<file path="src/rtl/inst_fetch_pkg.sv">
`default_nettype none
// ============================================================================
// Module      : inst_fetch_pkg
// Description : Shared definitions for the instruction fetch unit.
//               - 2-bit fetch FSM state encodings
//               - default reset PC
//               - instruction queue entry width ({pc, inst, adel})
// Revision    : 1.0 - initial release
// ============================================================================
package inst_fetch_pkg;

    // Default address width and the matching queue entry width.
    localparam int unsigned c_ADDR_WIDTH  = 32;
    localparam int unsigned c_ENTRY_WIDTH = c_ADDR_WIDTH + 33;

    // First fetch address after reset (MIPS boot vector).
    localparam logic [31:0] c_RESET_PC = 32'hBFC0_0000;

    // Fetch FSM state encodings.
    typedef logic [1:0] fetch_state_t;
    localparam fetch_state_t c_ST_RUN       = 2'd0;
    localparam fetch_state_t c_ST_MISS      = 2'd1;
    localparam fetch_state_t c_ST_MISS_KILL = 2'd2;
    localparam fetch_state_t c_ST_HALT      = 2'd3;

    // Queue entry width for a given address width: pc + 32-bit inst + adel.
    function automatic int unsigned entry_width(input int unsigned addr_width);
        return addr_width + 33;
    endfunction

endpackage : inst_fetch_pkg
`default_nettype wire

</file>
<file path="src/rtl/inst_fetch_queue.sv">
`default_nettype none
// ============================================================================
// Module      : fetch_queue
// Description : Parameterised synchronous FIFO holding fetched instructions.
//               The head entry is presented from a register, so pop_data has
//               no combinational path from push_data.
// Ports       : clk        - clock
//               rst        - asynchronous active-low reset
//               clear      - flush all entries (priority over push/pop)
//               push       - append push_data at the tail
//               push_data  - entry to append
//               pop        - remove the head entry
//               pop_data   - current head entry
//               full/empty - occupancy flags
//               count      - number of valid entries
// Revision    : 1.0 - initial release
// ============================================================================
module fetch_queue
    import inst_fetch_pkg::*;
#(
    parameter int unsigned WIDTH = c_ENTRY_WIDTH,
    parameter int unsigned DEPTH = 4
)(
    input  logic                       clk,
    input  logic                       rst,
    input  logic                       clear,
    input  logic                       push,
    input  logic [WIDTH-1:0]           push_data,
    input  logic                       pop,
    output logic [WIDTH-1:0]           pop_data,
    output logic                       full,
    output logic                       empty,
    output logic [$clog2(DEPTH):0]     count
);

    localparam int unsigned c_PTR_W = $clog2(DEPTH);
    localparam int unsigned c_CNT_W = c_PTR_W + 1;

    logic [WIDTH-1:0]   r_mem [DEPTH];
    logic [c_PTR_W-1:0] r_head;
    logic [c_PTR_W-1:0] r_tail;
    logic [c_CNT_W-1:0] r_count;

    logic w_full;
    logic w_empty;
    logic w_do_push;
    logic w_do_pop;

    assign w_full    = (r_count == c_CNT_W'(DEPTH));
    assign w_empty   = (r_count == '0);
    assign w_do_pop  = pop && !w_empty;
    // A push into a full queue is accepted only when the head leaves at the
    // same edge; DEPTH is a power of two so the pointers wrap naturally.
    assign w_do_push = push && (!w_full || w_do_pop);

    always_ff @(posedge clk or negedge rst) begin
        if (!rst) begin
            for (int i = 0; i < int'(DEPTH); i++) begin
                r_mem[i] <= '0;
            end
            r_head  <= '0;
            r_tail  <= '0;
            r_count <= '0;
        end else if (clear) begin
            r_head  <= '0;
            r_tail  <= '0;
            r_count <= '0;
        end else begin
            if (w_do_push) begin
                r_mem[r_tail] <= push_data;
                r_tail        <= r_tail + c_PTR_W'(1);
            end
            if (w_do_pop) begin
                r_head <= r_head + c_PTR_W'(1);
            end
            unique case ({w_do_push, w_do_pop})
                2'b10:   r_count <= r_count + c_CNT_W'(1);
                2'b01:   r_count <= r_count - c_CNT_W'(1);
                default: r_count <= r_count;
            endcase
        end
    end

    assign pop_data = r_mem[r_head];
    assign full     = w_full;
    assign empty    = w_empty;
    assign count    = r_count;

endmodule : fetch_queue
`default_nettype wire

</file>
<file path="src/rtl/inst_fetch.sv">
`default_nettype none
// ============================================================================
// Module      : inst_fetch
// Description : Instruction fetch unit. Walks the PC through the instruction
//               cache, buffers fetched words in a small FIFO toward decode,
//               handles cache misses, branch/exception redirects and
//               misaligned fetch addresses (address-error entries).
// Ports       : clk         - clock
//               rst         - asynchronous active-low reset
//               redirect    - one-cycle redirect request
//               redirect_pc - redirect target
//               read_en     - cache read request
//               addr_read   - cache address (the PC register)
//               ready       - cache data valid for addr_read this cycle
//               data_out    - cache instruction word
//               out_valid   - queue head valid toward decode
//               out_ready   - decode accepts the head
//               out_pc      - head PC
//               out_inst    - head instruction
//               out_adel    - head carries an instruction address error
// Revision    : 1.0 - initial release
// ============================================================================
module inst_fetch
    import inst_fetch_pkg::*;
#(
    parameter int unsigned           ADDR_WIDTH  = 32,
    parameter int unsigned           QUEUE_DEPTH = 4,
    parameter logic [ADDR_WIDTH-1:0] RESET_PC    = ADDR_WIDTH'(c_RESET_PC)
)(
    input  logic                  clk,
    input  logic                  rst,
    input  logic                  redirect,
    input  logic [ADDR_WIDTH-1:0] redirect_pc,
    output logic                  read_en,
    output logic [ADDR_WIDTH-1:0] addr_read,
    input  logic                  ready,
    input  logic [31:0]           data_out,
    output logic                  out_valid,
    input  logic                  out_ready,
    output logic [ADDR_WIDTH-1:0] out_pc,
    output logic [31:0]           out_inst,
    output logic                  out_adel
);

    localparam int unsigned c_EW    = entry_width(ADDR_WIDTH);
    localparam int unsigned c_CNT_W = $clog2(QUEUE_DEPTH) + 1;

    fetch_state_t          r_state;
    fetch_state_t          w_state_next;
    logic [ADDR_WIDTH-1:0] r_pc;
    logic [ADDR_WIDTH-1:0] w_pc_next;
    logic [ADDR_WIDTH-1:0] r_pend_pc;
    logic [ADDR_WIDTH-1:0] w_pend_next;

    logic                  w_fetch;
    logic                  w_push;
    logic                  w_push_adel;
    logic                  w_clear;
    logic                  w_pop;
    logic                  w_has_space;
    logic                  w_misaligned;

    logic                  w_q_full;
    logic                  w_q_empty;
    logic [c_CNT_W-1:0]    w_q_count;
    logic [c_EW-1:0]       w_push_data;
    logic [c_EW-1:0]       w_head;

    // Space is judged from the registered count only, so a pop in the same
    // cycle never opens a fetch slot (keeps ready/out_ready paths apart).
    assign w_has_space  = (w_q_count < c_CNT_W'(QUEUE_DEPTH));
    assign w_misaligned = (r_pc[1:0] != 2'b00);

    // ------------------------------------------------------------------
    // State / PC registers
    // ------------------------------------------------------------------
    always_ff @(posedge clk or negedge rst) begin
        if (!rst) begin
            r_state   <= c_ST_RUN;
            r_pc      <= RESET_PC;
            r_pend_pc <= '0;
        end else begin
            r_state   <= w_state_next;
            r_pc      <= w_pc_next;
            r_pend_pc <= w_pend_next;
        end
    end

    // ------------------------------------------------------------------
    // Next-state logic
    // ------------------------------------------------------------------
    always_comb begin
        w_state_next = r_state;
        unique case (r_state)
            c_ST_RUN: begin
                if (redirect) begin
                    w_state_next = c_ST_RUN;
                end else if (w_misaligned) begin
                    // Address-error entry needs a free slot before halting.
                    if (!w_q_full) begin
                        w_state_next = c_ST_HALT;
                    end
                end else if (w_has_space && !ready) begin
                    w_state_next = c_ST_MISS;
                end
            end
            c_ST_MISS: begin
                // A redirect always wins: the refill in flight must still
                // complete on the old address, so wait it out in MISS_KILL.
                if (redirect) begin
                    w_state_next = c_ST_MISS_KILL;
                end else if (ready) begin
                    w_state_next = c_ST_RUN;
                end
            end
            c_ST_MISS_KILL: begin
                if (ready) begin
                    w_state_next = c_ST_RUN;
                end
            end
            c_ST_HALT: begin
                if (redirect) begin
                    w_state_next = c_ST_RUN;
                end
            end
            default: w_state_next = c_ST_RUN;
        endcase
    end

    // ------------------------------------------------------------------
    // Output / datapath control
    // ------------------------------------------------------------------
    always_comb begin
        w_fetch     = 1'b0;
        w_push      = 1'b0;
        w_push_adel = 1'b0;
        w_clear     = 1'b0;
        w_pc_next   = r_pc;
        w_pend_next = r_pend_pc;
        unique case (r_state)
            c_ST_RUN: begin
                w_fetch = w_has_space && !w_misaligned;
                if (redirect) begin
                    w_clear   = 1'b1;
                    w_pc_next = redirect_pc;
                end else if (w_misaligned) begin
                    if (!w_q_full) begin
                        w_push      = 1'b1;
                        w_push_adel = 1'b1;
                    end
                end else if (w_fetch && ready) begin
                    w_push    = 1'b1;
                    w_pc_next = r_pc + ADDR_WIDTH'(4);
                end
            end
            c_ST_MISS: begin
                // addr_read (r_pc) stays put until the refill completes.
                w_fetch = 1'b1;
                if (redirect) begin
                    w_pend_next = redirect_pc;
                end else if (ready) begin
                    w_push    = 1'b1;
                    w_pc_next = r_pc + ADDR_WIDTH'(4);
                end
            end
            c_ST_MISS_KILL: begin
                w_fetch = 1'b1;
                if (ready) begin
                    // Refill data belongs to the abandoned path: drop it and
                    // flush. A redirect landing on this cycle is the newest.
                    w_clear   = 1'b1;
                    w_pc_next = redirect ? redirect_pc : r_pend_pc;
                end else if (redirect) begin
                    w_pend_next = redirect_pc;
                end
            end
            c_ST_HALT: begin
                if (redirect) begin
                    w_clear   = 1'b1;
                    w_pc_next = redirect_pc;
                end
            end
            default: begin
                w_fetch = 1'b0;
            end
        endcase
    end

    assign w_push_data = {r_pc, (w_push_adel ? 32'h0 : data_out), w_push_adel};
    assign w_pop       = !w_q_empty && out_ready;

    fetch_queue #(
        .WIDTH (c_EW),
        .DEPTH (QUEUE_DEPTH)
    ) u_fetch_queue (
        .clk       (clk),
        .rst       (rst),
        .clear     (w_clear),
        .push      (w_push),
        .push_data (w_push_data),
        .pop       (w_pop),
        .pop_data  (w_head),
        .full      (w_q_full),
        .empty     (w_q_empty),
        .count     (w_q_count)
    );

    // No cache request may be seen while the unit is held in reset.
    assign read_en   = rst && w_fetch;
    assign addr_read = r_pc;
    assign out_valid = !w_q_empty;
    assign out_pc    = w_head[c_EW-1 -: ADDR_WIDTH];
    assign out_inst  = w_head[32:1];
    assign out_adel  = w_head[0];

endmodule : inst_fetch
`default_nettype wire

</file>
<file path="config.mk">
export PLATFORM = sky130hd
export DESIGN_NAME = inst_fetch
export DESIGN_NICKNAME = d
export VERILOG_FILES = /design/src/rtl/inst_fetch_pkg.sv /design/src/rtl/inst_fetch_queue.sv /design/src/rtl/inst_fetch.sv
export SDC_FILE = /design/constraint.sdc
export NUM_CORES = 1
export LEC_CHECK = 0
export CAP_MARGIN = 20
export CORE_MARGIN = 4
export CORE_UTILIZATION = 35
export DETAILED_ROUTE_END_ITERATION = 10
export PLACE_DENSITY = 0.6
export SYNTH_ARGS = -nofsm -noshare
export SYNTH_HDL_FRONTEND = slang
export SYNTH_SLANG_ARGS = --single-unit
</file>
<file path="constraint.sdc">
create_clock -name clk -period 3.1 [get_ports clk]
set_input_delay 0.62 -clock clk [delete_from_list [all_inputs] [get_ports clk]]
set_output_delay 0.62 -clock clk [all_outputs]
set_load 0.05 [all_outputs]
</file>
==> metrics.cfg, run 1 <==
[min_path]
hp-class = in2async

[global_route]
grt_max_degree = 156
grtUsageTotal_pct = 16.8
grt_pass1_vias = 11382
grt_pass1_wl_microns = 66900
antenna_found_initial = 12
grt_overflow_total = 0

[timing]
setup_slack_ns = 0.270
finalHoldViolCount = 0
fin_tns_setup_ns = 0
fmax_ghz = 0.353
period_share_pct = 91.3
relSlewSlack_pct = 41.8
finClkSkew_ns = 0.0232
rsz0062_at_grt = no
setup_violations = 0
worst-slew-pin-transition_ns = 0.872
slew_violations = 0
min_period_ns = 2.83

[clocking]
clock_path_buffers = 3
h-tree-depth = 2
clk_pin_slew_ns = 0.06
cts_buffers = 39
insertion_delay_ns = 0.55
cts_tree = done
root_buffer = clkbuf_16
clock_sink_count = 333

[route]
route.detailed.drc = 0
drtPass1Iterations = 6
wl_per_cell_microns = 19.8
vias_per_cell = 5.31
drt_wl_total_microns = 41400
ant_nets = 0
via_count = 11129
first_iter_violations = 847

[placed_design]
dp_slack_ns = 0.0114
gp_congestion = 0.815
place_area_sq_mm = 0.0181
dp_hpwl_microns = 27400
portBuffers = 167

[setup_path]
arrival_ns = 2.21
path_delay_family = buffers and inverters
worstPathCellList = buf_4, mux4_2, buf_4
slowest_delay_ns = 0.60
cp_max_fo = 22
slowest_stage = mux4_2
startpoint_type = register
crit_required_ns = 2.48
critPathBufInv = 2
criticalPathCategory = reg2out
reg2reg_slack_ns = 0.40
path_common_cell = buf_4
endpoint_kind = output pin

[die]
ios = 168
die_w_microns = 221
die_h_microns = 221
core_sq_mm = 0.0446
num_rows = 77
die_area_sq_mm = 0.0490
initial_utilization_pct = 35.7

[synth]
synth-compound-area-share_pct = 12.8
ys_warn_count = 0
yosysUniqueCellTypes = 63
synth_simple_gate_area_share_pct = 8.39
netlist_area_sq_mm = 0.0159
synth_largest_area_cell = dfrtp_1
synth.area.mux_share_pct = 20.4
synth_cells = 1357
synth_flop_cell = dfrtp_1
synthAdderAreaFrac_pct = 0.990
synth_seq_cells = 333
synth_top_family_by_area = multiplexers
synth_xor_area_share_pct = 0.275
syn_avg_cell_area_sq_um = 11.7
ys_seq_area_share_pct = 52.4
syn_nets = 1438
synth_edf_count = 0
synth_area_leaders = dfrtp_1 (51%), mux4_2 (9.2%), mux2_2 (8.1%)
synthArstFlopShare_pct = 100
yosysTopAreaCellShare_pct = 50.9

[cells_and_area]
post-route-util_pct = 43.3
area_delta_synth_final_pct = 21.4
num-nets-final = 1555
drive_gt1_share_pct = 26.6
fin_area_sq_mm = 0.0193
fill_cells = 4178

[power_and_ir_drop]
power.total_uw = 21600
powerDensity_mw_per_mm2 = 1120
ir_drop_v = 0.000591
leakagePower_uw = 0.00856

[run_status]
status = complete, no violations

[job]
max-cap-violations = 0

==> layout by cell type (no fill, tap or decap), drive strengths merged, types with 10 or more instances in the layout <==
cell / count
o21ai: 190
nand4: 12
mux4: 65
clkbuf: 59
a22oi: 17
buf: 121
clkdlybuf4s50: 99
nand2: 215
nor3: 11
dfrtp: 324
a21oi: 14
nor2: 22
inv: 20
nand3: 10
a22o: 41
mux2: 148
ha: 11
==> final cells by class <==
cell class / instances / area (sq um) / area share, %
sequential: 333 / 8350 / 43.2
multi-input combinational: 864 / 6840 / 35.4
timing repair buffer: 220 / 2070 / 10.7
clock buffer: 59 / 1110 / 5.75
tap: 592 / 741 / 3.83
clock inverter: 11 / 148 / 0.764
inverter: 16 / 60.1 / 0.311
antenna: 1 / 2.50 / 0.0130
==> Yosys cell counts (all sizes together), types with 5 or more instances <==
master / n
ha: 11
nand2b: 6
a21oi: 14
a221oi: 7
mux2: 148
nor3: 11
dfrtp: 324
nand2: 215
clkbuf: 85
nor2: 22
nand3: 10
buf: 59
mux4: 65
or3: 5
a22o: 41
o211ai: 5
and3: 9
o21ai: 190
nor4: 8
nand4: 12
dfstp: 9
inv: 16
o41ai: 7
a22oi: 17
==> cell families (layout without fill, tap and decap cells) <==
| family | after synthesis | after routing |
|---|---|---|
| mux | 216 | 216 |
| compound gates | 322 | 322 |
| flops | 333 | 333 |
| other cells | 0 | 1 |
| buf+inv | 160 | 306 |
| simple gates | 309 | 309 |
| xor+xnor | 5 | 5 |
| fa+ha+maj | 12 | 12 |
==> worst reg2reg max path: cells and delay by family (launching register included) <==
family | cells | cell delay, ns
fa+ha+maj | 3 | 0.76
simple gates | 2 | 0.49
buf+inv | 3 | 0.31
flops | 1 | 0.42
xor+xnor | 1 | 0.15
compound gates | 2 | 0.48
==> sequential cells by signal (all words and copies together), names as in the netlist <==
register / flops
addr_read: 32
r_pend_pc: 32
r_state: 2
u_fetch_queue.count: 3
u_fetch_queue.r_head: 2
u_fetch_queue.r_mem: 260
u_fetch_queue.r_tail: 2
==> path summary, 6_finish.rpt <==
| check | endpoint | depth (start not counted) | startpoint |
|---|---|---|---|
| worst max-delay path | out_pc[6] | 3 | u_fetch_queue.r_head[0] |
| worst min-delay path | r_pend_pc[25] | 2 | rst |
| worst max register to register | u_fetch_queue.count[2] | 11 | r_state[1] |
| worst min register to register | u_fetch_queue.r_mem[158] | 2 | u_fetch_queue.r_mem[158] |
| max in group asynchronous | u_fetch_queue.r_head[0] | 2 | rst |
| min in group clk | u_fetch_queue.r_mem[158] | 2 | u_fetch_queue.r_mem[158] |
==> per-stage QoR <==
stage          hold WS [ns]  cells
3_3_place_gp          0.456   2025
6_report              0.145   2096
5_1_grt               0.162   2095
2_1_floorplan         0.324   1357
3_5_place_dp          0.465   2025
4_1_cts               0.136   2095
==> power breakdown <==
group / total, uW / leakage [uW] / switching, uW / internal [uW]
clock network: 4550 / 0.000613 / 1810 / 2730
registers: 7540 / 0.00433 / 1330 / 6210
logic: 9500 / 0.00362 / 5610 / 3890
==> layer usage <==
| layer | GRT usage, % | wire length (microns) |
|---|---|---|
| met1 | 23.1 | 18500 |
| met2 | 26.4 | 19200 |
| met3 | 4.65 | 2760 |
| met4 | 4.43 | 885 |
| met5 | 0 | 129 |
==> repair_timing <==
action,in CTS,in global routing
hold buffers,0,0
setup buffers,0,0
setup endpoints to repair,1,0
gates resized for setup,1,0
No activity file was read; power rests on OpenSTA's default activity.
==> run 2: changes to the inputs <==
Settings changed: CAP_MARGIN 20 to 25, CORE_UTILIZATION 35 to 52, PLACE_DENSITY 0.6 to 0.81.
==> run 2 against run 1 <==
Critical path depth is the same. Wire length shrank 4.1%. Non-clock buffer count grew 2. Design area shrank 1.7%. Via count grew 3.1%. Sequential share of layout area grew 0.75 points. Worst setup slack lost 0.17 ns. Count of clock-buffer cells in the layout shrank 3. Global-route usage grew 6.7 points.
==> metrics.cfg, run 2 (synthesis gave the netlist of run 1 again) <==
[cells_and_area]
insertedDiodeCount = 0
drive_gt1_share_pct = 25.8
largest_register_ffs = 260
fill_cells = 2311
top_register = u_fetch_queue.r_mem
layout_commonest_cell = dfrtp_1
final_cell_mix = dfrtp_1 (322), nand2_1 (215), o21ai_0 (189)
area_delta_synth_final_pct = 19.3
post-route-util_pct = 63.4
num-nets-final = 1555

[setup_path]
crit_required_ns = 2.48
startpoint_type = register
reg2reg_slack_ns = 0.31
endpoint_kind = output pin
criticalPathCategory = reg2out
arrival_ns = 2.38
cp_max_fo = 5
reg2reg_from = u_fetch_queue.count[2]
crit_start = u_fetch_queue.r_head[0]

[timing]
timing.hold.ws_ns = 0.474
setup_violations = 0
relSlewSlack_pct = 45.1
rsz0062_at_grt = no
fmax_ghz = 0.334
fin_tns_setup_ns = 0
worst-slew-pin-transition_ns = 0.823
finClkSkew_ns = 0.0265
period_share_pct = 96.7
min_period_ns = 3.00
slew_violations = 0
finalHoldViolCount = 0

[die]
die_h_microns = 183
initial_utilization_pct = 53.2
die_w_microns = 183
num_rows = 63
die_area_sq_mm = 0.0335
core_sq_mm = 0.0300
ios = 168

[power_and_ir_drop]
powerDensity_mw_per_mm2 = 1130
p_comb_share_pct = 44.6
ir_drop_v = 0.000674
net-switching-power_uw = 8780
p_sw_share_pct = 41.0
leakagePower_uw = 0.00852
clockPowerShare_pct = 19.9
internal_power_uw = 12600
pwr-share-seq_pct = 35.5

[clocking]
clock_path_buffers = 3
root_buffer = clkbuf_16
clock_sink_count = 333
insertion_delay_ns = 0.52
cts_tree = done
clk_pin_slew_ns = 0.06
cts_buffers = 37
h-tree-depth = 2

[route]
via_count = 11478
drt_wl_total_microns = 39800
wirelength_met1_microns = 16300
first_iter_violations = 1139
wl_met2_microns = 19500
wl_per_cell_microns = 21.0
drtPass1Iterations = 6
routed.top_layer = met4
vias_per_cell = 6.07
route.detailed.drc = 0
ant_nets = 0
dr_wl_met3_microns = 3080

[global_route]
grt_pass1_vias = 11911
antenna_found_initial = 0
grt_max_degree = 128
grtUsageTotal_pct = 23.5
grt_pass1_wl_microns = 64000
grt_overflow_total = 0

[min_path]
hold_start = u_fetch_queue.r_mem[90]
hp-class = reg2reg

[run_status]
status = complete, no violations

[job]
max-cap-violations = 0

[placed_design]
portBuffers = 167
dp_hpwl_microns = 25600
gp_congestion = 0.854

[run 2: what timing repair did]
item,CTS,global route
buffers inserted,5,0
gates resized for setup,1,0
hold endpoints to repair,19,0
hold buffers,1,0
setup endpoints to repair,10,0
[run 2: final timing paths]
path	end	depth (start not counted)
setup / recovery	out_pc[12]	3
hold / removal	u_fetch_queue.r_mem[90]	2
setup reg to reg	u_fetch_queue.count[2]	9
hold reg to reg	u_fetch_queue.r_mem[90]	2
max in group asynchronous	u_fetch_queue.r_mem[53]	4
min in group asynchronous	u_fetch_queue.r_mem[113]	2
[run 2: layout make-up]
class                   count  area [sq um]  share of cell area (%)
clock inverters            10          85.1                   0.448
repair buffers            222          2070                    10.9
flip-flops and latches    333          8350                    44.0
well taps                 390           488                    2.57
clock buffers              56          1100                    5.79
inverters                  16          60.1                   0.316
multi-input cells         864          6840                    36.0
[run 2: power by group through the flow]
stage,Clock [uW],Sequential (uW),Combinational [uW]
after floorplan,0,6960,7330
after global placement,0,7550,9160
after detailed placement,0,7680,9430
after CTS,4350,7580,9600
after global routing,4540,7840,10200
final,4260,7610,9550
[run 2: critical path, cell delays in order, from the launching register on]
cell             delay (ns)
dfrtp_4                0.45
buf_12                 0.14
mux4_2                 0.53
clkdlybuf4s50_1        0.73
[run 2: stage by stage]
stage,std cells,total power [uW],instance area (sq um),setup slack (ns)
floorplan,1357,14300,15900,0.151
global placement,1819,16700,17700,0.101
detailed placement,1819,17100,17700,0.0484
CTS,1891,21500,19000,0.0757
global route,1891,22600,19000,0.0442
finish,1891,21400,19000,0.102
[run 2: layer usage]
metal  global-route usage (%)  vias to the layer above
met5                        0                        -
met4                     5.84                        0
met3                     4.92                       73
met2                     39.1                      454
met1                     31.9                     5810
li1                         -                     5141
